## src/rtl/inst_loader.sv

```systemverilog
// Loads a little-endian byte stream (word count N, then N words) into the instruction RAM and holds the core until it is written.
// Each write strobe follows a word's 4th byte by one cycle; rx_ready stays high in CNT/DATA, so bytes are taken back-to-back.
module inst_loader #(
    parameter int             w         = 32,
    parameter int             h         = 8,
    parameter logic [w-1:0]   BASE_ADDR = '0
) (
    input  logic         clk,
    input  logic         rst_n,
    input  logic         start,
    input  logic         rx_valid,
    input  logic [7:0]   rx_data,
    output logic         rx_ready,
    output logic         is_write,
    output logic [w-1:0] im_addr,
    output logic [w-1:0] im_inst,
    output logic         core_hold,
    output logic         load_done,
    output logic         load_err
);

    typedef enum logic [2:0] {IDLE, CNT, DATA, DONE, ERR} state_t;

    localparam logic [31:0] CAP = 32'd1 << h;

    state_t         state_q, state_d;
    logic [1:0]     byte_cnt_q, byte_cnt_d;
    logic [h:0]     word_cnt_q, word_cnt_d;
    logic [31:0]    shift_q, shift_d;
    logic [31:0]    n_q, n_d;
    logic           wr_pend_q, wr_pend_d;
    logic           is_write_q, is_write_d;
    logic [w-1:0]   im_addr_q, im_addr_d;
    logic [w-1:0]   im_inst_q, im_inst_d;
    logic           rx_ready_q, rx_ready_d;
    logic           core_hold_q, core_hold_d;
    logic           load_done_q, load_done_d;
    logic           load_err_q, load_err_d;

    logic           accept;
    logic [31:0]    word_full;
    logic           released;

    always_comb begin
        state_d    = state_q;
        byte_cnt_d = byte_cnt_q;
        word_cnt_d = word_cnt_q;
        shift_d    = shift_q;
        n_d        = n_q;
        wr_pend_d  = 1'b0;
        is_write_d = 1'b0;
        im_addr_d  = im_addr_q;
        im_inst_d  = im_inst_q;
        accept     = rx_valid && rx_ready_q;
        word_full  = {rx_data, shift_q[31:8]};

        // shift_q still holds the completed word here; the next byte only lands on this same edge.
        if (wr_pend_q) begin
            is_write_d = 1'b1;
            im_addr_d  = BASE_ADDR + (w'(word_cnt_q) << 2);
            im_inst_d  = w'(shift_q);
            word_cnt_d = word_cnt_q + {{h{1'b0}}, 1'b1};
        end

        case (state_q)
            IDLE, DONE, ERR: begin
                if (start) begin
                    state_d    = CNT;
                    byte_cnt_d = 2'd0;
                end
            end
            CNT: begin
                if (accept) begin
                    shift_d    = word_full;
                    byte_cnt_d = byte_cnt_q + 2'd1;
                    if (byte_cnt_q == 2'd3) begin
                        n_d = word_full;
                        if (word_full == 32'd0) begin
                            state_d = DONE;
                        end else if (word_full > CAP) begin
                            state_d = ERR;
                        end else begin
                            state_d    = DATA;
                            word_cnt_d = '0;
                        end
                    end
                end
            end
            DATA: begin
                if (accept) begin
                    shift_d    = word_full;
                    byte_cnt_d = byte_cnt_q + 2'd1;
                    if (byte_cnt_q == 2'd3) begin
                        wr_pend_d = 1'b1;
                        if (32'(word_cnt_q) == n_q - 32'd1) begin
                            state_d = DONE;
                        end
                    end
                end
            end
            default: state_d = IDLE;
        endcase

        // Release only once DONE has no write still in flight, and drop it again on a restart.
        released    = (state_q == DONE) && (state_d == DONE) && !wr_pend_q;
        rx_ready_d  = (state_d == CNT) || (state_d == DATA);
        core_hold_d = !released;
        load_done_d = released;
        load_err_d  = (state_d == ERR);
    end

    always_ff @(posedge clk) begin
        if (!rst_n) begin
            state_q     <= IDLE;
            byte_cnt_q  <= '0;
            word_cnt_q  <= '0;
            shift_q     <= '0;
            n_q         <= '0;
            wr_pend_q   <= 1'b0;
            is_write_q  <= 1'b0;
            im_addr_q   <= '0;
            im_inst_q   <= '0;
            rx_ready_q  <= 1'b0;
            core_hold_q <= 1'b1;
            load_done_q <= 1'b0;
            load_err_q  <= 1'b0;
        end else begin
            state_q     <= state_d;
            byte_cnt_q  <= byte_cnt_d;
            word_cnt_q  <= word_cnt_d;
            shift_q     <= shift_d;
            n_q         <= n_d;
            wr_pend_q   <= wr_pend_d;
            is_write_q  <= is_write_d;
            im_addr_q   <= im_addr_d;
            im_inst_q   <= im_inst_d;
            rx_ready_q  <= rx_ready_d;
            core_hold_q <= core_hold_d;
            load_done_q <= load_done_d;
            load_err_q  <= load_err_d;
        end
    end

    assign rx_ready  = rx_ready_q;
    assign is_write  = is_write_q;
    assign im_addr   = im_addr_q;
    assign im_inst   = im_inst_q;
    assign core_hold = core_hold_q;
    assign load_done = load_done_q;
    assign load_err  = load_err_q;

endmodule

```

## config.mk

```make
export PLATFORM = sky130hd
export DESIGN_NAME = inst_loader
export DESIGN_NICKNAME = d
export VERILOG_FILES = /design/src/rtl/inst_loader.sv
export SDC_FILE = /design/constraint.sdc
export NUM_CORES = 1
export LEC_CHECK = 0
export CAP_MARGIN = 20
export CORE_MARGIN = 2
export CORE_UTILIZATION = 56
export CTS_BUF_LIST = sky130_fd_sc_hd__clkbuf_2 sky130_fd_sc_hd__clkbuf_4 sky130_fd_sc_hd__clkbuf_8
export CTS_CLUSTER_SIZE = 30
export DETAILED_ROUTE_END_ITERATION = 6
export GPL_ROUTABILITY_DRIVEN = 0
export PLACE_DENSITY = 0.82
export SETUP_SLACK_MARGIN = 0.2
export SLEW_MARGIN = 10
export SYNTH_ARGS = -nofsm -noshare
export SYNTH_HDL_FRONTEND = slang
export SYNTH_SLANG_ARGS = --single-unit
```

## constraint.sdc

```tcl
create_clock -name clk -period 3.1 [get_ports clk]
set_input_delay 0.31 -clock clk [delete_from_list [all_inputs] [get_ports clk]]
set_output_delay 0.31 -clock clk [all_outputs]
set_load 0.03 [all_outputs]
```

==> qor_table.md <==
| Metric | This run |
|:---|:---|
| Final HPWL DP | 8580 um |
| Largest cells by area after synthesis | dfxtp_1, nand2_1, mux2i_1, a21oi_1, nor2_1 |
| Post-detailed-route wirelength per cell | 15.1 um |
| Post-synth ARST share | 0% |
| Max Clock Freq | 0.367 GHz |
| Maximum clock insertion buffer count | 2 |
| Reg clk slew, reported paths | 0.07 ns |
| Warnings, synthesis | 0 |
| CTS resizes | 0 |
| Number of cells on the worst reg-to-reg path | 9 |
| Synth-to-Final Area Change | 18.4% |
| Fin Setup TNS | 0 ns |
| Max Clock Skew | 0.00993 ns |
| Final design instance area without fill | 6400 um^2 |
| Leakage | 2.26 nW |
| Portion of synthesized cell area occupied by the leading cell type | 46.3% |
| Post-placement worst setup slack | 0.383 ns |
| Number of cells on the worst hold path | 2 |
| H-Tree Depth | 4 |
| Tightest slew margin relative to the limit | 47.4% |
| Class of the worst hold path | reg -> reg |
| Flip-flop cell with the highest count after synthesis | dfxtp_1 |
| Initial detailed-routing violation count | 359 |
| Flop and latch count out of synthesis | 125 |
| Hold-fix buffers at CTS | 0 |
| Post-synth design cell area | 5410 um^2 |
| Worst setup margin | 0.377 ns |
| Antenna diodes | 0 |
| Global-route usage over all layers | 25.2% |
| Worst Setup End Kind | flip-flop |
| Final std cells w/o fill | 838 |
| Category of the most critical setup path | reg -> reg |
| Final Hold Violating Endpoints | 0 |
| Required time at the worst-slack endpoint | 3.41 ns |
| Iteration count of the initial detailed-routing pass | 7 |
| Initial antenna violation count | 0 |
| Arr. time, crit path | 3.04 ns |
| Starting density of the core | 58.2% |
| Global-route wire length before repair | 20700 um |
| Start point of the critical path | n_q[0]$_SDFFE_PN0P_ |
| Startpoint of the lowest-slack register-to-register path | n_q[0]$_SDFFE_PN0P_ |
| Sink count of the clock tree | 125 |
| Mean area per synthesized cell | 8.26 um^2 |
| Power density normalized to cell area | 513 nW/um^2 |
| Io pins | 81 |
| Max-Cap Viols | 0 |
| Number of synthesized flops with an enable pin | 0 |
| Final Slew Violations | 0 |
| Number of setup buffers added after CTS | 0 |
| FP Rows | 35 |
| Post-placement cell count | 806 |
| Area enclosed by the die boundary | 10500 um^2 |
| Via density per instance | 5.70 |
| Synthesized netlist cell count | 654 |
| TritonCTS clock tree | done |
| Unrepaired setup endpoints after global routing | false |
| Critical path launch point type | flip-flop |
| Final-report setup violation count | 0 |
| Die width | 102 um |
| Max IR drop VDD | 0.373 mV |
| Placed inst area | 5960 um^2 |
| Maximum net fanout on the critical path | 9 |
| Leading cell types by count after synthesis | nand2_1, dfxtp_1, a21oi_1 |
| Pin count of the biggest net entering global routing | 69 |
| Die Span Y | 102 um |
| Distinct cell type count after synthesis | 53 |
| Number of buffers inserted by port buffering | 57 |
| WL final | 12700 um |
| Cell taking the most area after synthesis | dfxtp_1 |
| Count of vias placed by the detailed router | 4773 |
| Start point of the worst min-delay path | shift_q[0]$_SDFFE_PN0P_ |
| Master cell of the clock root buffer | clkbuf_8 |
| Final ANT Viol Nets | 0 |
| Most repeated cell in the gate-level netlist after synthesis | nand2_1 |
| Number of buffers added by the clock tree synthesis step | 17 |
| Fin crit period | 2.72 ns |
| Share of the yosys chip area belonging to registers | 46.3% |
| Worst-skew pair later-pin latency | 0.43 ns |
| Finished Core Util | 69.0% |
| DRC Markers | 0 |
| Share of the cycle needed by the critical path after routing | 87.8% |
| Number of nets at the end of the flow | 711 |
| Placeable core region | 9280 um^2 |
| Fraction of final layout cells sized beyond drive strength 1 | 7.19% |
| Total grt overflow | 0 |
| Transition time of the tightest slew-check pin | 0.789 ns |
| Result of the run | complete, no violations |
| Via count of the first global-routing pass | 4392 |
[critical path, cell delays in order, from the launching register on]
cell	delay, ns
dfxtp_1	0.40
inv_1	0.09
ha_1	0.16
or2b_2	0.31
or4_4	0.52
a211oi_2	0.23
a211oi_1	0.08
or4_4	0.55
o211ai_1	0.18
a21oi_1	0.09
[placed cells by master, fill, tap and decap left out, types with 4 or more instances in the layout]
cell / synthesis / routed
nand2b_1: 6 / 6
bufinv_16: 0 / 4
nand4_1: 11 / 11
nor2_1: 65 / 65
nand2_1: 143 / 143
nor3_1: 8 / 7
buf_4: 23 / 8
clkbuf_8: 0 / 18
nor4_1: 13 / 13
clkinv_4: 0 / 4
o21ai_0: 5 / 5
dfxtp_1: 125 / 124
a21oi_1: 75 / 75
or4_1: 6 / 6
o211ai_1: 4 / 4
nand3_1: 8 / 8
nand4b_1: 5 / 5
conb_1: 1 / 23
xor2_1: 12 / 12
xnor2_1: 6 / 6
inv_1: 6 / 5
clkdlybuf4s50_1: 0 / 57
mux2i_1: 42 / 42
[flip-flops by register name, summed over array words and instances, names as in the netlist]
| signal | cells |
|---|---|
| is_write | 1 |
| n_q | 32 |
| state_q | 3 |
| byte_cnt_q | 2 |
| wr_pend_q | 1 |
| rx_ready | 1 |
| shift_q | 32 |
| word_cnt_q | 9 |
| im_addr | 9 |
| im_inst | 32 |
| load_done | 1 |
| load_err | 1 |
| core_hold | 1 |
[cell families after synthesis]
logic type	count (synthesis)	share of synthesized area [%]
AO/OA/AOI/OAI	109	11.6
XOR/XNOR	18	2.92
adder cells (fa/ha/maj)	3	0.695
buffers and inverters	70	6.53
flip-flops	125	46.3
multiplexers	42	7.78
other	1	0.0694
AND/OR/NAND/NOR	286	24.1
[power breakdown]
group / leakage [nW] / switching, W / internal (W)
registers: 1.01 / 0.00000665 / 0.00161
logic: 1.04 / 0.0000895 / 0.0000265
clock network: 0.220 / 0.000642 / 0.000910
[metrics by stage]
stage,total power (W),hold WS (ns)
after floorplan,0.00175,0.426
after global placement,0.00177,0.445
after detailed placement,0.00177,0.447
after CTS,0.00330,0.456
after global routing,0.00338,0.481
final,0.00328,0.457
[final timing paths]
| path | end | slack [ns] |
|---|---|---|
| setup reg to reg | rx_ready$_SDFF_PN0_ | 0.38 |
| hold reg to reg | shift_q[0]$_SDFFE_PN0P_ | 0.46 |
| hold / removal | shift_q[0]$_SDFFE_PN0P_ | 0.46 |
| setup / recovery | rx_ready$_SDFF_PN0_ | 0.38 |
[routing by layer]
metal  track usage (%)  routed length [um]  vias up
li1                  -                   -     2279
met1              30.9                5120     2217
met2              42.7                6240      237
met3              6.29                 994       40
met4              9.64                 299        0
met5                 0                   0        -
[cell type report]
| class | count | area [um^2] |
|---|---|---|
| inverter | 6 | 22.5 |
| timing repair buffer | 65 | 631 |
| tap | 129 | 161 |
| clock buffer | 19 | 255 |
| fill | 732 | 2880 |
| clock inverter | 13 | 189 |
| sequential | 125 | 2500 |
| multi-input combinational | 481 | 2640 |
No activity file was read; power rests on OpenSTA's default activity.
